[src/rtl/spi_target_pkg.sv]
// Shared types for the SPI target.
//   state_e          : controller FSM states
//   MODE0..MODE3     : SPI mode numbers, bit 1 = CPOL, bit 0 = CPHA
//   mode_cpol/cpha() : split a mode number into its clock polarity and phase
package spi_target_pkg;

    typedef enum logic [1:0] {
        IDLE = 2'd0,
        LOAD = 2'd1,
        XFER = 2'd2
    } state_e;

    localparam logic [1:0] MODE0 = 2'd0;
    localparam logic [1:0] MODE1 = 2'd1;
    localparam logic [1:0] MODE2 = 2'd2;
    localparam logic [1:0] MODE3 = 2'd3;

    function automatic logic mode_cpol(input logic [1:0] mode);
        return mode[1];
    endfunction

    function automatic logic mode_cpha(input logic [1:0] mode);
        return mode[0];
    endfunction

endpackage

[src/rtl/spi_sync_edge.sv]
// Synchroniser and edge detector for one asynchronous SPI pin.
//   clk, rst_n : system clock, asynchronous active-low reset
//   d_in       : raw pin
//   d_s        : synchronised level (after SYNC_STAGES flops)
//   d_rise     : 1-clk pulse when d_s goes 0 -> 1
//   d_fall     : 1-clk pulse when d_s goes 1 -> 0
// RESET_VAL is the pin's idle level so that leaving reset does not
// look like an edge.
module spi_sync_edge
    import spi_target_pkg::*;
#(
    parameter int SYNC_STAGES = 2,
    parameter bit RESET_VAL   = 1'b0
) (
    input  logic clk,
    input  logic rst_n,
    input  logic d_in,
    output logic d_s,
    output logic d_rise,
    output logic d_fall
);

    logic [SYNC_STAGES-1:0] sync_q, sync_d;
    logic                   prev_q, prev_d;

    always_comb begin
        sync_d = {sync_q[SYNC_STAGES-2:0], d_in};
        prev_d = sync_q[SYNC_STAGES-1];
    end

    always_ff @(posedge clk or negedge rst_n) begin
        if (!rst_n) begin
            sync_q <= {SYNC_STAGES{RESET_VAL}};
            prev_q <= RESET_VAL;
        end else begin
            sync_q <= sync_d;
            prev_q <= prev_d;
        end
    end

    assign d_s    = sync_q[SYNC_STAGES-1];
    assign d_rise = d_s & ~prev_q;
    assign d_fall = ~d_s & prev_q;

endmodule

[src/rtl/spi_target_word.sv]
// SPI target with DATA_W-bit words, all four CPOL/CPHA modes and
// back-to-back words while chip select stays low. The pins are
// oversampled in the clk domain (SCLK <= clk/4).
//   clk, rst_n              : system clock, asynchronous active-low reset
//   spi_cs_n/sclk/mosi      : asynchronous SPI pins from the controller
//   spi_miso, spi_miso_oe   : target data and its output enable
//   tx_data/valid/ready     : one-word TX holding register (valid/ready)
//   rx_data/valid/ready     : last received word, held until accepted
//   rx_overrun              : pulse, word completed while rx_valid was set
//   tx_underrun             : pulse, word started without a TX word
//   frame_abort             : pulse, chip select rose mid-word
//   busy                    : FSM not idle
module spi_target_word
    import spi_target_pkg::*;
#(
    parameter int          DATA_W      = 8,
    parameter bit          CPOL        = 1'b0,
    parameter bit          CPHA        = 1'b0,
    parameter bit          MSB_FIRST   = 1'b1,
    parameter int          SYNC_STAGES = 2,
    parameter logic [31:0] DEFAULT_TX  = 32'hA9
) (
    input  logic              clk,
    input  logic              rst_n,
    input  logic              spi_cs_n,
    input  logic              spi_sclk,
    input  logic              spi_mosi,
    output logic              spi_miso,
    output logic              spi_miso_oe,
    input  logic [DATA_W-1:0] tx_data,
    input  logic              tx_valid,
    output logic              tx_ready,
    output logic [DATA_W-1:0] rx_data,
    output logic              rx_valid,
    input  logic              rx_ready,
    output logic              rx_overrun,
    output logic              tx_underrun,
    output logic              frame_abort,
    output logic              busy
);

    localparam int                CNT_W        = $clog2(DATA_W + 1);
    localparam logic [CNT_W-1:0]  LAST_IDX     = CNT_W'(DATA_W - 1);
    localparam logic [DATA_W-1:0] DEFAULT_WORD = DEFAULT_TX[DATA_W-1:0];

    // Bit-order helpers: the word is always consumed/filled from the
    // end selected by MSB_FIRST.
    function automatic logic first_bit(input logic [DATA_W-1:0] w);
        return MSB_FIRST ? w[DATA_W-1] : w[0];
    endfunction

    function automatic logic [DATA_W-1:0] shift_out(input logic [DATA_W-1:0] w);
        return MSB_FIRST ? {w[DATA_W-2:0], 1'b0} : {1'b0, w[DATA_W-1:1]};
    endfunction

    function automatic logic [DATA_W-1:0] shift_in(input logic [DATA_W-1:0] w,
                                                   input logic b);
        return MSB_FIRST ? {w[DATA_W-2:0], b} : {b, w[DATA_W-1:1]};
    endfunction

    logic cs_s, cs_rise, cs_fall;
    logic sclk_s, sclk_rise, sclk_fall;
    logic mosi_s, mosi_rise, mosi_fall;
    logic unused_edges;

    spi_sync_edge #(.SYNC_STAGES(SYNC_STAGES), .RESET_VAL(1'b1)) u_sync_cs (
        .clk(clk), .rst_n(rst_n), .d_in(spi_cs_n),
        .d_s(cs_s), .d_rise(cs_rise), .d_fall(cs_fall)
    );

    spi_sync_edge #(.SYNC_STAGES(SYNC_STAGES), .RESET_VAL(CPOL)) u_sync_sclk (
        .clk(clk), .rst_n(rst_n), .d_in(spi_sclk),
        .d_s(sclk_s), .d_rise(sclk_rise), .d_fall(sclk_fall)
    );

    spi_sync_edge #(.SYNC_STAGES(SYNC_STAGES), .RESET_VAL(1'b0)) u_sync_mosi (
        .clk(clk), .rst_n(rst_n), .d_in(spi_mosi),
        .d_s(mosi_s), .d_rise(mosi_rise), .d_fall(mosi_fall)
    );

    assign unused_edges = mosi_rise ^ mosi_fall ^ cs_rise;

    logic lead_edge, trail_edge, sample_edge, shift_edge;

    assign lead_edge   = CPOL ? sclk_fall : sclk_rise;
    assign trail_edge  = CPOL ? sclk_rise : sclk_fall;
    assign sample_edge = CPHA ? trail_edge : lead_edge;
    assign shift_edge  = CPHA ? lead_edge  : trail_edge;

    state_e             state_q, state_d;
    logic [CNT_W-1:0]   bit_cnt_q, bit_cnt_d;
    logic [DATA_W-1:0]  tx_sr_q, tx_sr_d;
    logic [DATA_W-1:0]  rx_sr_q, rx_sr_d;
    logic               miso_q, miso_d;
    logic               word_done_q, word_done_d;
    logic               underrun_pend_q, underrun_pend_d;
    logic [DATA_W-1:0]  hold_q, hold_d;
    logic               hold_full_q, hold_full_d;
    logic [DATA_W-1:0]  rx_data_q, rx_data_d;
    logic               rx_valid_q, rx_valid_d;
    logic               rx_overrun_q, rx_overrun_d;
    logic               tx_underrun_q, tx_underrun_d;
    logic               frame_abort_q, frame_abort_d;
    logic [DATA_W-1:0]  load_word;

    always_comb begin
        state_d         = state_q;
        bit_cnt_d       = bit_cnt_q;
        tx_sr_d         = tx_sr_q;
        rx_sr_d         = rx_sr_q;
        miso_d          = miso_q;
        word_done_d     = 1'b0;
        underrun_pend_d = underrun_pend_q;
        hold_d          = hold_q;
        hold_full_d     = hold_full_q;
        rx_data_d       = rx_data_q;
        rx_valid_d      = rx_valid_q;
        rx_overrun_d    = 1'b0;
        tx_underrun_d   = 1'b0;
        frame_abort_d   = 1'b0;
        load_word       = hold_q;

        // TX holding register accept. While full it cannot accept, so
        // this never collides with LOAD emptying it.
        if (tx_valid && !hold_full_q) begin
            hold_d      = tx_data;
            hold_full_d = 1'b1;
        end

        // RX output register: an accept in the same cycle as a
        // completion frees the slot for the new word.
        if (rx_valid_q && rx_ready) begin
            rx_valid_d = 1'b0;
        end
        if (word_done_q) begin
            if (!rx_valid_q || rx_ready) begin
                rx_data_d  = rx_sr_q;
                rx_valid_d = 1'b1;
            end else begin
                rx_overrun_d = 1'b1;
            end
        end

        if (cs_s) begin
            // Deselect wins over everything. Only XFER can hold a partial
            // word; bit_cnt is 0 there right after a word boundary.
            if (state_q == XFER && bit_cnt_q != '0) begin
                frame_abort_d = 1'b1;
            end
            state_d         = IDLE;
            bit_cnt_d       = '0;
            miso_d          = 1'b1;
            underrun_pend_d = 1'b0;
        end else begin
            case (state_q)
                IDLE: begin
                    if (cs_fall) begin
                        state_d = LOAD;
                    end
                end
                LOAD: begin
                    if (hold_full_q) begin
                        hold_full_d     = 1'b0;
                        underrun_pend_d = 1'b0;
                    end else begin
                        load_word       = DEFAULT_WORD;
                        underrun_pend_d = 1'b1;
                    end
                    if (!CPHA) begin
                        miso_d  = first_bit(load_word);
                        tx_sr_d = shift_out(load_word);
                    end else begin
                        tx_sr_d = load_word;
                    end
                    bit_cnt_d = '0;
                    state_d   = XFER;
                end
                XFER: begin
                    // With CPHA=0 the shift edge seen at bit_cnt=0 is the
                    // tail edge of the previous word; the next word's first
                    // bit is already on the pin from LOAD.
                    if (shift_edge && (CPHA || bit_cnt_q != '0)) begin
                        miso_d  = first_bit(tx_sr_q);
                        tx_sr_d = shift_out(tx_sr_q);
                    end
                    if (sample_edge) begin
                        // An underrun only counts once the controller
                        // actually clocks the word, so the trailing LOAD
                        // before a deselect stays silent.
                        if (bit_cnt_q == '0) begin
                            tx_underrun_d   = underrun_pend_q;
                            underrun_pend_d = 1'b0;
                        end
                        rx_sr_d   = shift_in(rx_sr_q, mosi_s);
                        bit_cnt_d = bit_cnt_q + 1'b1;
                        if (bit_cnt_q == LAST_IDX) begin
                            word_done_d = 1'b1;
                            state_d     = LOAD;
                        end
                    end
                end
                default: begin
                    state_d = IDLE;
                end
            endcase
        end
    end

    always_ff @(posedge clk or negedge rst_n) begin
        if (!rst_n) begin
            state_q         <= IDLE;
            bit_cnt_q       <= '0;
            tx_sr_q         <= '0;
            rx_sr_q         <= '0;
            miso_q          <= 1'b1;
            word_done_q     <= 1'b0;
            underrun_pend_q <= 1'b0;
            hold_q          <= '0;
            hold_full_q     <= 1'b0;
            rx_data_q       <= '0;
            rx_valid_q      <= 1'b0;
            rx_overrun_q    <= 1'b0;
            tx_underrun_q   <= 1'b0;
            frame_abort_q   <= 1'b0;
        end else begin
            state_q         <= state_d;
            bit_cnt_q       <= bit_cnt_d;
            tx_sr_q         <= tx_sr_d;
            rx_sr_q         <= rx_sr_d;
            miso_q          <= miso_d;
            word_done_q     <= word_done_d;
            underrun_pend_q <= underrun_pend_d;
            hold_q          <= hold_d;
            hold_full_q     <= hold_full_d;
            rx_data_q       <= rx_data_d;
            rx_valid_q      <= rx_valid_d;
            rx_overrun_q    <= rx_overrun_d;
            tx_underrun_q   <= tx_underrun_d;
            frame_abort_q   <= frame_abort_d;
        end
    end

    assign spi_miso    = cs_s ? 1'b1 : miso_q;
    assign spi_miso_oe = ~cs_s;
    assign tx_ready    = ~hold_full_q;
    assign rx_data     = rx_data_q;
    assign rx_valid    = rx_valid_q;
    assign rx_overrun  = rx_overrun_q;
    assign tx_underrun = tx_underrun_q;
    assign frame_abort = frame_abort_q;
    assign busy        = (state_q != IDLE);

endmodule
[config.mk]
export PLATFORM = sky130hd
export DESIGN_NAME = spi_target_word
export DESIGN_NICKNAME = d
export VERILOG_FILES = /design/src/rtl/spi_target_pkg.sv /design/src/rtl/spi_sync_edge.sv /design/src/rtl/spi_target_word.sv
export SDC_FILE = /design/constraint.sdc
export NUM_CORES = 1
export LEC_CHECK = 0
export ABC_CLOCK_PERIOD_IN_PS = 2200
export CAP_MARGIN = 20
export CORE_MARGIN = 3
export CORE_UTILIZATION = 45
export CTS_CLUSTER_SIZE = 28
export DETAILED_ROUTE_END_ITERATION = 16
export GPL_TIMING_DRIVEN = 0
export PLACE_DENSITY = 0.67
export SLEW_MARGIN = 0
export SYNTH_ARGS = -nofsm -noshare
export SYNTH_HDL_FRONTEND = slang
export SYNTH_HIERARCHICAL = 1
export SYNTH_SLANG_ARGS = --single-unit
[constraint.sdc]
create_clock -name clk -period 2.2 [get_ports clk]
set_clock_uncertainty 0.1 [all_clocks]
set_input_delay 0.22 -clock clk [delete_from_list [all_inputs] [get_ports clk]]
set_output_delay 0.22 -clock clk [all_outputs]
set_load 0.01 [all_outputs]
Yosys cells after proc, flatten, opt, wreduce, memory -nomap -nowiden
Cells that the tools add are included.
Storage, ports and cells
  output and inout port bits: 16
  bits in registers: 54
  input port bits: 15
  logic and storage cells: 95
Operators by class
  equal/unequal tests: 9
  add/sub/neg operators: 1
  bitwise gates (word level): 7
  reductions and logical operators: 20
  multiplexer cells: 39
Operator list (count)
  $mux 1: 26
  $mux 8: 2
  $pmux 8 s2: 1
  $reduce_and 3->1: 4
  $ne 3x1->1 const B: 3
  $mux 2: 4
  $mux 4: 2
  $pmux 4 s2: 1
  $ne 3x2->1 const B: 2
  $pmux 2 s3: 1
  $reduce_and 2->1: 3
  $add 4x1->4 const B: 1
  $eq 4x3->1 const B: 1
  $logic_and 1x1->1: 4
  $logic_not 4->1: 1
  $not 1->1: 4
  $pmux 1 s2: 2
  $reduce_bool 2->1: 2
  $reduce_bool 4->1: 1
  $and 1x1->1: 3
  $reduce_bool 3->1: 1
  $eq 2x1->1 const B: 1
  $eq 2x2->1 const B: 1
  $logic_not 1->1: 2
  3 further kinds: 3

Longest topological paths before layout
Gate-level depths: netlist of the first run.
  depth in word-level cells: 6
  mapped depth: 6
  depth with buffers taken out: 5

Hierarchy
The synthesis of the first run kept the hierarchy.
Modules (own cells, without submodules)
  spi_target_word: instances 1, seq. area each 1127.3 um^2, cells each 206, area an instance 2313.5 um^2
  spi_sync_edge at u_sync_mosi ...: instances 2, seq. area each 75.1 um^2, cells each 5, area an instance 90.1 um^2
  spi_sync_edge at u_sync_cs: instances 1, seq. area each 78.8 um^2, cells each 5, area an instance 93.8 um^2

Worst setup path after synthesis of the first run
No wires, ideal clock.
  kind: flip-flop to flip-flop
  start point: reg u_sync_sclk.prev_q
  end point: reg rx_sr_q[0]
  path slack: 0.627 ns
  cell stages (with the launch flop): 5
  data arrival time: 1.346 ns
  library setup time: 0.128 ns
  required time: 1.972 ns
  buffers on the path: 1
  clock period less this slack: 1.573 ns
  cell sequence: dfrtp_1 -> nor2b_1 -> and3_1 -> buf_2 -> mux2_1
Between the ends
  cells in the longest elaborated chain, start to end: 3
RTL lines
  from (decl): line spi_sync_edge.sv:24  | logic prev_q, prev_d;
  from (signal assigned): line spi_sync_edge.sv:37  | prev_q <= prev_d;
  $not 1->1: line spi_sync_edge.sv:42  | assign d_rise = d_s & ~prev_q;
  $and 1x1->1: line spi_sync_edge.sv:42
  named net lead_edge: line spi_target_word.sv:83  | logic lead_edge, trail_edge, sample_edge, shift_edge;
  $reduce_and 3->1 (no source line)
  to (signal assigned): line spi_target_word.sv:229  | rx_sr_q <= rx_sr_d;
  to (decl): line spi_target_word.sv:93  | logic [DATA_W-1:0] rx_sr_q, rx_sr_d;
The timed path passes the listed nets, and every way through them passes these cells.
A chain may end at the register's enable or synchronous reset.

Worst setup path after layout of the first run
  start point: reg u_sync_cs.sync_q[1]
  end point: out spi_miso
Between the ends
  cells in the longest elaborated chain, start to end: 1
RTL lines
  from (decl): line spi_sync_edge.sv:23  | logic [SYNC_STAGES-1:0] sync_q, sync_d;
  from (signal assigned): line spi_sync_edge.sv:33  | sync_q <= {SYNC_STAGES{RESET_VAL}};
  from (signal assigned): line spi_sync_edge.sv:36  | sync_q <= sync_d;
  $mux 1: line spi_target_word.sv:243  | assign spi_miso = cs_s ? 1'b1 : miso_q;
  to (decl): line spi_target_word.sv:28  | output logic spi_miso,
No other way between the ends.

==> metrics.txt, run 1 <==
# TYPE chip_impl_metric gauge
chip_impl_info{name="worst_path_max_delay_cell",value="sky130_fd_sc_hd__dfstp_2"} 1
chip_impl_metric{name="cap_violations",unit=""} 0
chip_impl_metric{name="total_cts_buffers",unit=""} 5
chip_impl_metric{name="mappedNetlistNets",unit=""} 234
chip_impl_metric{name="critical_path_arrival",unit="ps"} 1710
chip_impl_metric{name="critical_path_buf_inv_count",unit=""} 2
chip_impl_metric{name="drive_above_1_share",unit="%"} 14.1
chip_impl_metric{name="number_of_nets_in_the_layout",unit=""} 272
chip_impl_metric{name="grt_first_pass_wirelength",unit="um"} 8660
chip_impl_metric{name="antenna_found_initial",unit=""} 0
chip_impl_metric{name="tritoncts_num_sinks",unit=""} 53
chip_impl_metric{name="design.core.area",unit="sq mm"} 0.00527
chip_impl_metric{name="path_depth",unit=""} 3
chip_impl_metric{name="htree_levels",unit=""} 2
chip_impl_metric{name="start_util",unit="%"} 48.2
chip_impl_metric{name="worstSkewPairLatency",unit="ps"} 310
chip_impl_metric{name="dr.first_iter.drc_count",unit=""} 99
chip_impl_metric{name="power.leakage",unit="uW"} 0.00138
chip_impl_metric{name="grtUsageTotal",unit="%"} 17.1
chip_impl_metric{name="p_total",unit="uW"} 2180
chip_impl_metric{name="cts.path.max_buffers",unit=""} 2
chip_impl_info{name="clock_tree.root_cell",value="sky130_fd_sc_hd__clkbuf_8"} 1
chip_impl_metric{name="dp.final_hpwl",unit="um"} 3470
chip_impl_metric{name="syn_to_final_growth",unit="%"} 20.9
chip_impl_metric{name="nFillCells",unit=""} 468
chip_impl_metric{name="layout_cells_excl_fill",unit=""} 326
chip_impl_metric{name="detailroute.via_count",unit=""} 1801
chip_impl_metric{name="power.density",unit="mW/mm^2"} 708
chip_impl_metric{name="timing_max_transition_violations_final",unit=""} 0
chip_impl_info{name="path_cells",value="buf_6 > or2_1 > clkdlybuf4s50_1"} 1
chip_impl_metric{name="gp_routability_congestion",unit=""} 0.814
chip_impl_metric{name="ir_drop",unit="mV"} 0.489
chip_impl_info{name="crit_family",value="buffers and inverters"} 1
chip_impl_metric{name="die_area",unit="sq mm"} 0.00658
chip_impl_metric{name="numPlacedInstances",unit=""} 318
chip_impl_metric{name="final.min_clock_period",unit="ps"} 2030
chip_impl_metric{name="ioPinCount",unit=""} 31
chip_impl_metric{name="relative_slew_slack",unit="%"} 64.8
chip_impl_metric{name="drt_pre_antenna_iters",unit=""} 4
chip_impl_metric{name="critPathRequiredTime",unit="ps"} 1880
chip_impl_metric{name="hold_depth",unit=""} 1
chip_impl_metric{name="die_y",unit="um"} 81.1
chip_impl_metric{name="postRouteWirelength",unit="um"} 4930
chip_impl_metric{name="antenna_left",unit=""} 0
chip_impl_info{name="critPathLaunchType",value="register"} 1
chip_impl_info{name="worst_hold_path_type",value="in2reg"} 1
chip_impl_metric{name="placement_rows",unit=""} 26
chip_impl_metric{name="insertedDiodeCount",unit=""} 0
chip_impl_info{name="status",value="complete, no violations"} 1
chip_impl_info{name="rsz_0062_raised_after_global_routing",value="false"} 1
chip_impl_metric{name="peak_clock_frequency_supported_by_timing",unit="GHz"} 0.491
chip_impl_metric{name="critical_path_peak_fanout",unit=""} 19
chip_impl_metric{name="synthesis.area_per_instance",unit="sq um"} 11.7
chip_impl_metric{name="vias_in_the_first_global_route",unit=""} 1777
chip_impl_metric{name="route.detailed.drc",unit=""} 0
chip_impl_metric{name="synth-warning-count",unit=""} 6
chip_impl_info{name="type_of_destination_of_the_critical_path",value="output pin"} 1
chip_impl_metric{name="tightest_slew",unit="ps"} 527
chip_impl_info{name="criticalPathCategory",value="reg2out"} 1
chip_impl_metric{name="cpPeakStageDelay",unit="ps"} 560
chip_impl_metric{name="fp.dieW",unit="um"} 81.1
chip_impl_metric{name="cts.reportedPaths.clkPinSlew",unit="ps"} 90
chip_impl_info{name="tritoncts",value="built"} 1
chip_impl_metric{name="maximum_number_of_pins_on_one_net_before_global_route_repair",unit=""} 39
chip_impl_metric{name="post_synth_instance_area",unit="sq mm"} 0.00254
chip_impl_metric{name="detail_route.vias_per_cell",unit=""} 5.52
chip_impl_metric{name="post-route-period-util",unit="%"} 92.5
chip_impl_metric{name="finalSetupViolCount",unit=""} 0
chip_impl_metric{name="syn_inst",unit=""} 217
chip_impl_metric{name="hold_viol",unit=""} 0
chip_impl_metric{name="port_buffer_count",unit=""} 30
chip_impl_metric{name="rr_worst_depth",unit=""} 4
chip_impl_metric{name="overflow_left_after_global_routing",unit=""} 0
chip_impl_metric{name="drt-wirelength-per-cell",unit="um"} 15.1
-- report_power, final --
group | internal (uW) | switching [uW]
clock | 378 | 333
sequential | 1080 | 70.0
combinational | 168 | 146
total | 1630 | 549
-- per-layer routing --
layer | wire (um) | track usage, % | share of wire (%)
met1 | 2330 | 24.5 | 47
met3 | 294 | 3.88 | 6.0
met4 | 40 | 5.74 | 0.81
met2 | 2270 | 25.5 | 46
met5 | 0 | 0 | 0
-- registers in the layout (all words and copies together) (netlist names) --
name and cells:
miso_q 1, u_sync_sclk/sync_q 2, tx_underrun 1, hold_q 8
rx_overrun 1, tx_sr_q 7, rx_valid 1, u_sync_cs/prev_q 1
state_q 2, u_sync_cs/sync_q 2, rx_data 8, underrun_pend_q 1
hold_full_q 1, rx_sr_q 8, u_sync_mosi/sync_q 2, u_sync_sclk/prev_q 1
word_done_q 1, frame_abort 1, bit_cnt_q 4
-- what timing repair did --
action,CTS,global route
setup buffers,0,0
setup endpoints to repair,2,0
hold endpoints to repair,15,0
hold buffers,1,0
resized for setup,1,0
-- layout make-up --
class	instances	area [sq um]	area share, %
Inverter	8	30.0	0.977
Tap cell	70	87.6	2.85
Buffer	15	104	3.38
Sequential cell	53	1330	43.3
Timing Repair Buffer	32	324	10.5
Clock buffer	6	82.6	2.69
Clock inverter	2	41.3	1.34
Multi-Input combinational cell	140	1070	34.9
-- layout by cell type (no fill, tap or decap), types with 2 or more instances in the layout --
cell type                         instances
sky130_fd_sc_hd__clkbuf_8                 6
sky130_fd_sc_hd__buf_2                    6
sky130_fd_sc_hd__a21oi_1                  7
sky130_fd_sc_hd__o21ai_0                  3
sky130_fd_sc_hd__a2111o_1                 2
sky130_fd_sc_hd__or2_1                    2
sky130_fd_sc_hd__o311a_1                  2
sky130_fd_sc_hd__and2b_2                  2
sky130_fd_sc_hd__buf_6                    4
sky130_fd_sc_hd__inv_2                    3
sky130_fd_sc_hd__nor3_1                   5
sky130_fd_sc_hd__and2_1                   4
sky130_fd_sc_hd__a31oi_1                  7
sky130_fd_sc_hd__mux2_1                  24
sky130_fd_sc_hd__nor2_1                   5
sky130_fd_sc_hd__dfstp_2                  4
sky130_fd_sc_hd__nand3_1                  2
sky130_fd_sc_hd__and3_1                   3
sky130_fd_sc_hd__o21a_1                   5
sky130_fd_sc_hd__nor3b_1                  3
sky130_fd_sc_hd__nand2b_1                 2
sky130_fd_sc_hd__and3b_1                  5
sky130_fd_sc_hd__o211ai_1                 4
sky130_fd_sc_hd__a211oi_1                 2
sky130_fd_sc_hd__clkdlybuf4s50_1         28
sky130_fd_sc_hd__o311ai_1                 4
sky130_fd_sc_hd__o21ai_1                  8
sky130_fd_sc_hd__dfrtp_1                 49
sky130_fd_sc_hd__ha_1                     2
sky130_fd_sc_hd__nand2_1                 11
sky130_fd_sc_hd__nor2b_1                  7
sky130_fd_sc_hd__clkbuf_1                 3
sky130_fd_sc_hd__inv_1                    5
sky130_fd_sc_hd__buf_4                    3
sky130_fd_sc_hd__nor4bb_1                 5
-- worst paths after layout --
check | start | endpoint | slack, ps
worst min-delay path | spi_cs_n | u_sync_cs/sync_q[0]$_DFF_PN1_ | 210
min in group asynchronous | rst_n | rx_data[6]$_DFFE_PN0P_ | 260
max in group asynchronous | rst_n | u_sync_cs/sync_q[0]$_DFF_PN1_ | 1160
worst min register to register | u_sync_sclk/sync_q[0]$_DFF_PN0_ | u_sync_sclk/sync_q[1]$_DFF_PN0_ | 260
worst max-delay path | u_sync_cs/sync_q[1]$_DFF_PN1_ | spi_miso | 170
worst max register to register | u_sync_sclk/prev_q$_DFF_PN0_ | rx_sr_q[4]$_DFFE_PN0P_ | 380
-- through the flow --
| stage | util (%) | area [sq um] | TNS [ps] | worst slack, ps | hold slack (ps) |
|---|---|---|---|---|---|
| global placement | 55.6 | 2930 | -41450 | -829 | 234 |
| global route | 58.3 | 3070 | 0 | 85.2 | 199 |
| CTS | 58.3 | 3070 | 0 | 136 | 197 |
| finish | 58.3 | 3070 | 0 | 165 | 211 |
| detailed placement | 55.9 | 2940 | 0 | 99.3 | 66.5 |
| floorplan | - | 2540 | 0 | 627 | -176 |
Power figures use the tool's default switching activity.
==> run 2, diff against run 1 <==
--- a/config.mk
+++ b/config.mk
@@ -6,7 +6,7 @@
 export NUM_CORES = 1
 export LEC_CHECK = 0
 export ABC_CLOCK_PERIOD_IN_PS = 2200
-export CAP_MARGIN = 20
+export CAP_MARGIN = 10
 export CORE_MARGIN = 3
 export CORE_UTILIZATION = 45
 export CTS_CLUSTER_SIZE = 28
==> metrics.txt, run 2 (synthesis results as in run 1) <==
# TYPE chip_impl_metric gauge
chip_impl_info{name="status",value="complete, no violations"} 1
chip_impl_metric{name="postRouteWirelength",unit="um"} 4930
chip_impl_metric{name="die_y",unit="um"} 81.1
chip_impl_metric{name="timing_max_transition_violations_final",unit=""} 0
chip_impl_metric{name="syn_to_final_growth",unit="%"} 20.9
chip_impl_metric{name="gp_routability_congestion",unit=""} 0.814
chip_impl_info{name="critPathLaunch",value="u_sync_cs/sync_q[1]$_DFF_PN1_"} 1
chip_impl_info{name="criticalPathCategory",value="reg2out"} 1
chip_impl_metric{name="worst-r2r-setup-slack",unit="ps"} 380
chip_impl_metric{name="power.density",unit="mW/mm^2"} 708
chip_impl_metric{name="drt-wirelength-per-cell",unit="um"} 15.1
chip_impl_metric{name="placement_rows",unit=""} 26
chip_impl_metric{name="dr.first_iter.drc_count",unit=""} 99
chip_impl_metric{name="vias_in_the_first_global_route",unit=""} 1777
chip_impl_metric{name="overflow_left_after_global_routing",unit=""} 0
chip_impl_metric{name="peak_clock_frequency_supported_by_timing",unit="GHz"} 0.491
chip_impl_metric{name="internal_power",unit="uW"} 1630
chip_impl_metric{name="insertedDiodeCount",unit=""} 0
chip_impl_metric{name="fp.dieW",unit="um"} 81.1
chip_impl_metric{name="grtUsageTotal",unit="%"} 17.1
chip_impl_metric{name="switching_share",unit="%"} 25.2
chip_impl_metric{name="cpPeakStageDelay",unit="ps"} 560
chip_impl_metric{name="layout_cells_excl_fill",unit=""} 326
chip_impl_metric{name="ioPinCount",unit=""} 31
chip_impl_info{name="crit_path_end",value="spi_miso"} 1
chip_impl_metric{name="critical_path_arrival",unit="ps"} 1710
chip_impl_info{name="worst_hold_path_type",value="in2reg"} 1
chip_impl_info{name="worst_path_max_delay_cell",value="sky130_fd_sc_hd__dfstp_2"} 1
chip_impl_info{name="layout_commonest_cell",value="sky130_fd_sc_hd__dfrtp_1"} 1
chip_impl_metric{name="cap_violations",unit=""} 0
chip_impl_info{name="worstHoldStart",value="spi_cs_n"} 1
chip_impl_metric{name="grt_first_pass_wirelength",unit="um"} 8660
chip_impl_metric{name="antenna_left",unit=""} 0
chip_impl_metric{name="finalSetupViolCount",unit=""} 0
chip_impl_metric{name="groute.layer.met1.usage",unit="%"} 24.5
chip_impl_metric{name="sequentialPowerShare",unit="%"} 52.9
chip_impl_metric{name="cts_post_setup_buffers_inserted",unit=""} 0
chip_impl_metric{name="maximum_number_of_pins_on_one_net_before_global_route_repair",unit=""} 39
chip_impl_info{name="gr-max-usage-layer",value="met2"} 1
chip_impl_info{name="path_cells",value="buf_6 > or2_1 > clkdlybuf4s50_1"} 1
chip_impl_metric{name="port_buffer_count",unit=""} 30
chip_impl_metric{name="final.min_clock_period",unit="ps"} 2030
chip_impl_metric{name="power.share.clock",unit="%"} 32.7
chip_impl_metric{name="die_area",unit="sq mm"} 0.00658
chip_impl_metric{name="switching_power",unit="uW"} 549
chip_impl_metric{name="power.leakage",unit="uW"} 0.00138
chip_impl_metric{name="finish.utilization",unit="%"} 58.3
chip_impl_metric{name="start_util",unit="%"} 48.2
chip_impl_info{name="rsz_0062_raised_after_global_routing",value="false"} 1
chip_impl_metric{name="hold_depth",unit=""} 1
chip_impl_metric{name="number_of_nets_in_the_layout",unit=""} 272
chip_impl_info{name="rr_startpoint",value="u_sync_sclk/prev_q$_DFF_PN0_"} 1
chip_impl_metric{name="numPlacedInstances",unit=""} 318
chip_impl_metric{name="detail_route.vias_per_cell",unit=""} 5.52
chip_impl_metric{name="dp.final_hpwl",unit="um"} 3470
chip_impl_info{name="type_of_destination_of_the_critical_path",value="output pin"} 1
chip_impl_metric{name="relative_slew_slack",unit="%"} 64.8
chip_impl_metric{name="path_depth",unit=""} 3
chip_impl_info{name="tritoncts",value="built"} 1
chip_impl_metric{name="critical_path_peak_fanout",unit=""} 19
chip_impl_metric{name="rr_worst_depth",unit=""} 4
chip_impl_metric{name="use_met2",unit="%"} 25.5
chip_impl_metric{name="design.core.area",unit="sq mm"} 0.00527
chip_impl_metric{name="cts.path.max_buffers",unit=""} 2
chip_impl_metric{name="comb_power_share",unit="%"} 14.4
chip_impl_metric{name="htree_levels",unit=""} 2
chip_impl_metric{name="post-route-period-util",unit="%"} 92.5
chip_impl_metric{name="critPathRequiredTime",unit="ps"} 1880
chip_impl_metric{name="drt_pre_antenna_iters",unit=""} 4
chip_impl_metric{name="hold_viol",unit=""} 0
chip_impl_metric{name="ir_drop",unit="mV"} 0.489
chip_impl_metric{name="gr-usage-met3",unit="%"} 3.88
chip_impl_metric{name="tritoncts_num_sinks",unit=""} 53
chip_impl_metric{name="worstSkewPairLatency",unit="ps"} 310
chip_impl_metric{name="total_cts_buffers",unit=""} 5
chip_impl_info{name="leading_cell_types_in_the_layout_fill_and_taps_excluded",value="sky130_fd_sc_hd__dfrtp_1 (49), sky130_fd_sc_hd__clkdlybuf4s50_1 (28), sky130_fd_sc_hd__mux2_1 (24)"} 1
chip_impl_metric{name="antenna_found_initial",unit=""} 0
chip_impl_metric{name="detailroute.via_count",unit=""} 1801
chip_impl_metric{name="route.detailed.drc",unit=""} 0
chip_impl_info{name="crit_family",value="buffers and inverters"} 1
chip_impl_metric{name="drive_above_1_share",unit="%"} 14.1
chip_impl_metric{name="critical_path_buf_inv_count",unit=""} 2
chip_impl_metric{name="cts.reportedPaths.clkPinSlew",unit="ps"} 90
chip_impl_metric{name="tightest_slew",unit="ps"} 527
chip_impl_info{name="clock_tree.root_cell",value="sky130_fd_sc_hd__clkbuf_8"} 1
chip_impl_info{name="worstReg2RegEnd",value="rx_sr_q[4]$_DFFE_PN0P_"} 1
chip_impl_info{name="critPathLaunchType",value="register"} 1
-- run 2: cell counts in the layout (fill, tap and decap cells not counted) --
No cell type changed its count.
-- run 2: repair_timing --
item / in CTS / in global routing
hold endpoints to repair: 15 / 0
hold buffers: 1 / 0
gates resized for setup: 1 / 0
setup endpoints to repair: 2 / 0
-- run 2: worst register-to-register path, cell delays in order (launching register included) --
cell and delay (ps):
sky130_fd_sc_hd__dfrtp_1 390, sky130_fd_sc_hd__nor2b_1 430, sky130_fd_sc_hd__and3_1 230, sky130_fd_sc_hd__buf_2 220, sky130_fd_sc_hd__mux2_1 350
-- run 2: stage by stage --
stage	setup TNS [ps]	total power, uW	worst slack (ps)	hold slack, ps	cell area, sq um
2_1_floorplan	0	1360	627	-176	2540
3_3_place_gp	-41450	1470	-829	234	2930
3_5_place_dp	0	1490	99.3	66.5	2940
4_1_cts	0	2210	136	197	3070
5_1_grt	0	2300	85.2	199	3070
6_report	0	2180	165	211	3070
-- run 2: power groups by stage --
stage          registers (uW)  clock network [uW]  logic (uW)
6_report                 1150                 712         314
5_1_grt                  1170                 775         358
4_1_cts                  1150                 736         317
3_5_place_dp             1170                   0         316
3_3_place_gp             1170                   0         308
2_1_floorplan            1150                   0         219
-- run 2: final cells by class --
class                   count  area [sq um]
fillers                   468          2200
flip-flops and latches     53          1330
multi-input cells         140          1070
repair buffers             32           324
plain buffers              15           104
well taps                  70          87.6
clock buffers               6          82.6
clock inverters             2          41.3
inverters                   8          30.0
-- run 2: how the worst min path moves through the flow --
| stage | end | slack, ps |
|---|---|---|
| finish | u_sync_cs/sync_q[0]$_DFF_PN1_ | 210 |
| global route | u_sync_cs/sync_q[0]$_DFF_PN1_ | 200 |
| CTS | u_sync_cs/sync_q[0]$_DFF_PN1_ | 200 |
| detailed placement | rx_data[6]$_DFFE_PN0P_ | 70 |
| global placement | u_sync_sclk/sync_q[1]$_DFF_PN0_ | 230 |
| floorplan | bit_cnt_q[0]$_DFFE_PN0P_ | -180 |
-- run 2: routing by layer --
layer | vias to the layer above | part of all wire, % | routed length, um
met5 | - | 0 | 0
met4 | 0 | 0.81 | 40
met3 | 4 | 6.0 | 294
met2 | 51 | 46 | 2270
met1 | 892 | 47 | 2330
li1 | 854 | - | -
==> RTL edit 1: new RTL, settings of run 1 <==
The parameter `CPHA` goes from 1'b0 to 1'b1.
--- a/src/rtl/spi_target_word.sv
+++ b/src/rtl/spi_target_word.sv
@@ -15,7 +15,7 @@
 #(
     parameter int          DATA_W      = 8,
     parameter bit          CPOL        = 1'b0,
-    parameter bit          CPHA        = 1'b0,
+    parameter bit          CPHA        = 1'b1,
     parameter bit          MSB_FIRST   = 1'b1,
     parameter int          SYNC_STAGES = 2,
     parameter logic [31:0] DEFAULT_TX  = 32'hA9
Check against the original RTL: not equivalent (a bounded check fails within 10 cycles, from zero or initial values and one cycle with rst_n low).
==> RTL edit 1 against run 1 <==
Cell area is 9.3% lower; sequential share of layout area up 5.4 points; sequential cell count grew 1; via count shrank 17%; wire length decreased by 16%; total power increased by 5.0%; worst setup slack worse by 88 ps; area after synthesis shrank 10%; critical path type unchanged.
==> RTL edit 1: results (changes against run 1) <==
| Metric | Value |
|---|---|
| Maximum vdd drop | `0.000513 V (+4.9%)` |
| Drt initial violations | `132 (+33%)` |
| Avg Cell Area, Syn | `12.8 sq um (+9.0%)` |
| P_leak | `1.25 nW (-9.5%)` |
| Inst Count DP | `277 (-13%)` |
| Drt pass-1 iters | `4 (unchanged)` |
| Ys Warns | `6 (unchanged)` |
| DP Wirelength | `3020 um (-13%)` |
| CTS max path bufs | `2 (unchanged)` |
| Clock Latency Late Sink | `310 ps (about the same)` |
| Fraction of layout cells with a size suffix above 1 | `0.280 (+0.139)` |
| Int Pwr | `0.00166 W (+1.8%)` |
| Net Count, Synth | `196 (-16%)` |
| Vias | `1489 (-17%)` |
| First-pass GRT wire length | `7510 um (-13%)` |
| Slew margin rel. | `0.607 (-0.0417)` |
| CTS clock-pin slew for the worst setup and hold paths | `100 ps` |
| GRT Overall Usage | `0.159 (-0.0119)` |
| Reg2reg path depth | `3 (-1)` |
| Worst setup path startpoint | `state_q[0]` |
| Vias in the first global route | `1619 (-8.9%)` |
| Crit Path Max Fanout | `10 (-9)` |
| Port Buffers | `30 (unchanged)` |
| Reg2reg setup slack | `280 ps (-100 ps)` |
| Worst Hold Path Cells | `1 (unchanged)` |
| Crit path arrival time | `1800 ps (+90 ps)` |
| FF-to-FF Start | `state_q[1]` |
| Post-DR vias/cell | `5.22 (-5.4%)` |
| Net count reported at finish | `234 (-14%)` |
| Hold_sp | `spi_cs_n` |
| Cell with the largest stage delay on the worst path | `dfrtp_2` |
| Reg-to-Reg End | `tx_sr_q[6]` |
| Status | `complete, no violations` |
| Routability cong. | `0.745 (-8.5%)` |
| Post CTS Setup Buffer Count | `0 (unchanged)` |
| Area after DPL | `2680 sq um (-8.8%)` |
| TritonCTS buffer count | `5 (unchanged)` |
| H-tree depth | `2 (unchanged)` |
| DRT Wirelength | `4160 um (-16%)` |
| Hold endpoint | `u_sync_cs/sync_q[0]` |
| Crit-path max cell delay | `480 ps (-80 ps)` |
| Largest net degree at the start of global routing | `43 (+10%)` |
RTL edit 1: worst max-delay path by stage:
stage / slack [ps] / end
floorplan: 600 / tx_underrun
global placement: -690 / u_sync_sclk/prev_q
detailed placement: 320 / busy
CTS: 40 / busy
global route: 9 / busy
finish: 80 / busy
RTL edit 1: cell type report:
class	instances	area, sq um
Timing Repair Buffer	32	325
Fill cell	438	2030
Inverter	7	26.3
Clock buffer	5	68.8
Sequential cell	54	1360
Multi-Input combinational cell	110	863
Clock inverter	3	25.0
Tap cell	67	83.8
Buffer	7	36.3
RTL edit 1: routing by layer:
metal | vias up | wire length (um) | global-route usage | part of all wire
met3 | 5 | 163 | 0.0317 | 0.039
met4 | 0 | 76 | 0.0801 | 0.018
met2 | 43 | 2200 | 0.274 | 0.53
met1 | 732 | 1720 | 0.187 | 0.41
li1 | 709 | - | - | -
met5 | - | 0 | 0 | 0
RTL edit 1: through the flow:
step	setup WS [ps]	hold slack, ps	setup TNS [ps]	utilization
2_1_floorplan	605	-176	0	-
6_report	76.5	211	0	0.578
4_1_cts	41.3	202	0	0.578
5_1_grt	8.50	204	0	0.578
3_3_place_gp	-693	236	-35060	0.554
3_5_place_dp	318	34.3	0	0.557
RTL edit 1: timing repair:
item / 4_1_cts / 5_1_grt
setup endpoints to repair: 1 / 1
gates resized for setup: 1 / 1
endpoints found under the hold margin: 12 / 0
hold buffers: 1 / 0
RTL edit 1: power by group through the flow:
stage	clock, W	combinational (W)	sequential, W
finish	0.000565	0.000469	0.00125
global route	0.000627	0.000528	0.00128
CTS	0.000590	0.000479	0.00125
detailed placement	0	0.000479	0.00127
global placement	0	0.000443	0.00126
floorplan	0	0.000332	0.00124
RTL edit 1: worst max-delay path: cells and delay by family (launching register included):
kind          cells  cell delay, ps
simple gates      1             320
buf+inv           2             700
flops             1             480
==> RTL edit 2: new RTL, flow settings as in run 1 <==
Made on the original files. Put one more register stage on the output `rx_overrun`, without a reset. The value now appears one clock later. The other outputs are not delayed to match.
--- a/src/rtl/spi_target_word.sv
+++ b/src/rtl/spi_target_word.sv
@@ -245,7 +245,9 @@
     assign tx_ready    = ~hold_full_q;
     assign rx_data     = rx_data_q;
     assign rx_valid    = rx_valid_q;
-    assign rx_overrun  = rx_overrun_q;
+    always_ff @(posedge clk) begin
+        rx_overrun <= rx_overrun_q;
+    end
     assign tx_underrun = tx_underrun_q;
     assign frame_abort = frame_abort_q;
     assign busy        = (state_q != IDLE);
Function: same outputs for any inputs over 10 cycles, from zero or initial values and one cycle with rst_n low; that may be too few to reach the edited logic, so the function may still have changed.
==> RTL edit 2 against run 1 <==
Total power increased by 0.69%; area after synthesis grew 0.79%; cell area grew 0.57%; worst setup slack lost 7.0 ps; sequential cell count increased by 1; wire length increased by 1.7%; sequential share of layout area grew 0.40 points; clock power is 1% lower; combinational power about the same; critical endpoint unchanged; largest cell class unchanged; highest routed layer unchanged.
==> RTL edit 2: results (changes against run 1) <==
| Metric | Value |
|---|---|
| Routed wire length per instance | `15.3 um (+1.4%)` |
| Worst setup path startpoint | `u_sync_cs/sync_q[1]` |
| Drt initial violations | `158 (+60%)` |
| Largest net degree at the start of global routing | `42 (+7.7%)` |
| Hold_sp | `spi_cs_n` |
| Clock Latency Late Sink | `310 ps (about the same)` |
| CP startpoint kind | `flop` |
| Fraction of layout cells with a size suffix above 1 | `0.140 (-0.000547)` |
| FF-to-FF Start | `u_sync_sclk/sync_q[1]` |
| Slew margin rel. | `0.620 (-0.0280)` |
| Vias | `1802 (+0.056%)` |
| CTS max path bufs | `2 (unchanged)` |
| Avg Cell Area, Syn | `11.7 sq um (+0.33%)` |
| Routed met3 length | `184 um (-37%)` |
| Fill cell count | `459 (-1.9%)` |
| # diodes | `0 (unchanged)` |
| Port Buffers | `30 (unchanged)` |
| P_leak | `1.38 nW (+0.47%)` |
| Routability cong. | `0.824 (+1.3%)` |
| Hold crit path type | `in -> reg` |
| DP Wirelength | `3530 um (+1.7%)` |
| Post CTS Setup Buffer Count | `0 (unchanged)` |
| CTS clock-pin slew for the worst setup and hold paths | `90 ps (about the same)` |
| Inst Count DP | `319 (+0.31%)` |
| Post-DR vias/cell | `5.51 (-0.25%)` |
| Status | `complete, no violations` |
| Clock root cell | `clkbuf_8` |
| Net count reported at finish | `273 (+0.37%)` |
| Initial antenna violation count | `0 (unchanged)` |
| Crit Path Max Fanout | `19 (unchanged)` |
| Crit path arrival time | `roughly 1700 ps` |
| Max Used Layer | `met4` |
| TritonCTS buffer count | `5 (unchanged)` |
| GRT Overall Usage | `0.172 (+0.00108)` |
| Ys Warns | `6 (unchanged)` |
| Dpl ws | `109 ps (+10.2 ps)` |
| Met1 Wirelength | `2460 um (+5.4%)` |
| Slew Limit Fails | `0 (unchanged)` |
| First-pass GRT wire length | `8860 um (+2.3%)` |
| H-tree depth | `2 (unchanged)` |
| Routed wl met2 | `2320 um (+2.5%)` |
| Area after DPL | `2960 sq um (+0.68%)` |
| Drt pass-1 iters | `4 (unchanged)` |
| Net Count, Synth | `235 (+0.43%)` |
| Maximum vdd drop | `0.000411 V (-16%)` |
==> RTL edit 2: changes by cell type in the layout (fill, tap and decap cells not counted), sizes merged <==
| cell | change |
|---|---|
| dfxtp | +1 |
==> RTL edit 2: worst paths after layout <==
path,endpoint,slack (ps),cells past startpoint
max,spi_miso,160,3
min,u_sync_cs/sync_q[0],210,1
max reg2reg,rx_sr_q[0],330,4
min reg2reg,u_sync_sclk/sync_q[1],260,0
max in group asynchronous,u_sync_cs/sync_q[1],1170,3
min in group asynchronous,rx_valid,240,2
==> RTL edit 2: layout make-up <==
type / count / share of cell area
flip-flops and latches: 54 / 0.437
clock buffers: 6 / 0.0267
clock inverters: 2 / 0.0126
inverters: 8 / 0.00972
plain buffers: 15 / 0.0336
well taps: 70 / 0.0283
multi-input cells: 140 / 0.347
repair buffers: 32 / 0.105
==> RTL edit 2: per-layer routing <==
layer  global-route usage  vias to the layer above
met2                0.267                       41
met4               0.0473                        0
met1                0.247                      888
met3               0.0307                        5
met5                    0                        -
li1                     -                      868
==> RTL edit 2: metrics by stage <==
stage	util	setup TNS (ps)
floorplan	-	0
global placement	0.556	-41570
detailed placement	0.559	0
CTS	0.583	0
global route	0.583	0
finish	0.583	0
==> RTL edit 2: worst max-delay path, cell delays in order (launching register included) <==
cell             delay [ps]
dfstp_2                 560
buf_6                   190
or2_1                   140
clkdlybuf4s50_1         530
==> RTL edit 2: report_power, final <==
group	switching, W	internal (W)	total (W)
Sequential	0.0000745	0.00110	0.00117
Clock	0.000329	0.000375	0.000704
Combinational	0.000146	0.000168	0.000314
==> RTL edit 2: what timing repair did <==
| item | CTS | global route |
|---|---|---|
| hold endpoints to repair | 12 | 0 |
| hold buffers | 1 | 0 |
| gates resized for setup | 1 | 0 |
| endpoints found under the setup margin | 2 | 0 |
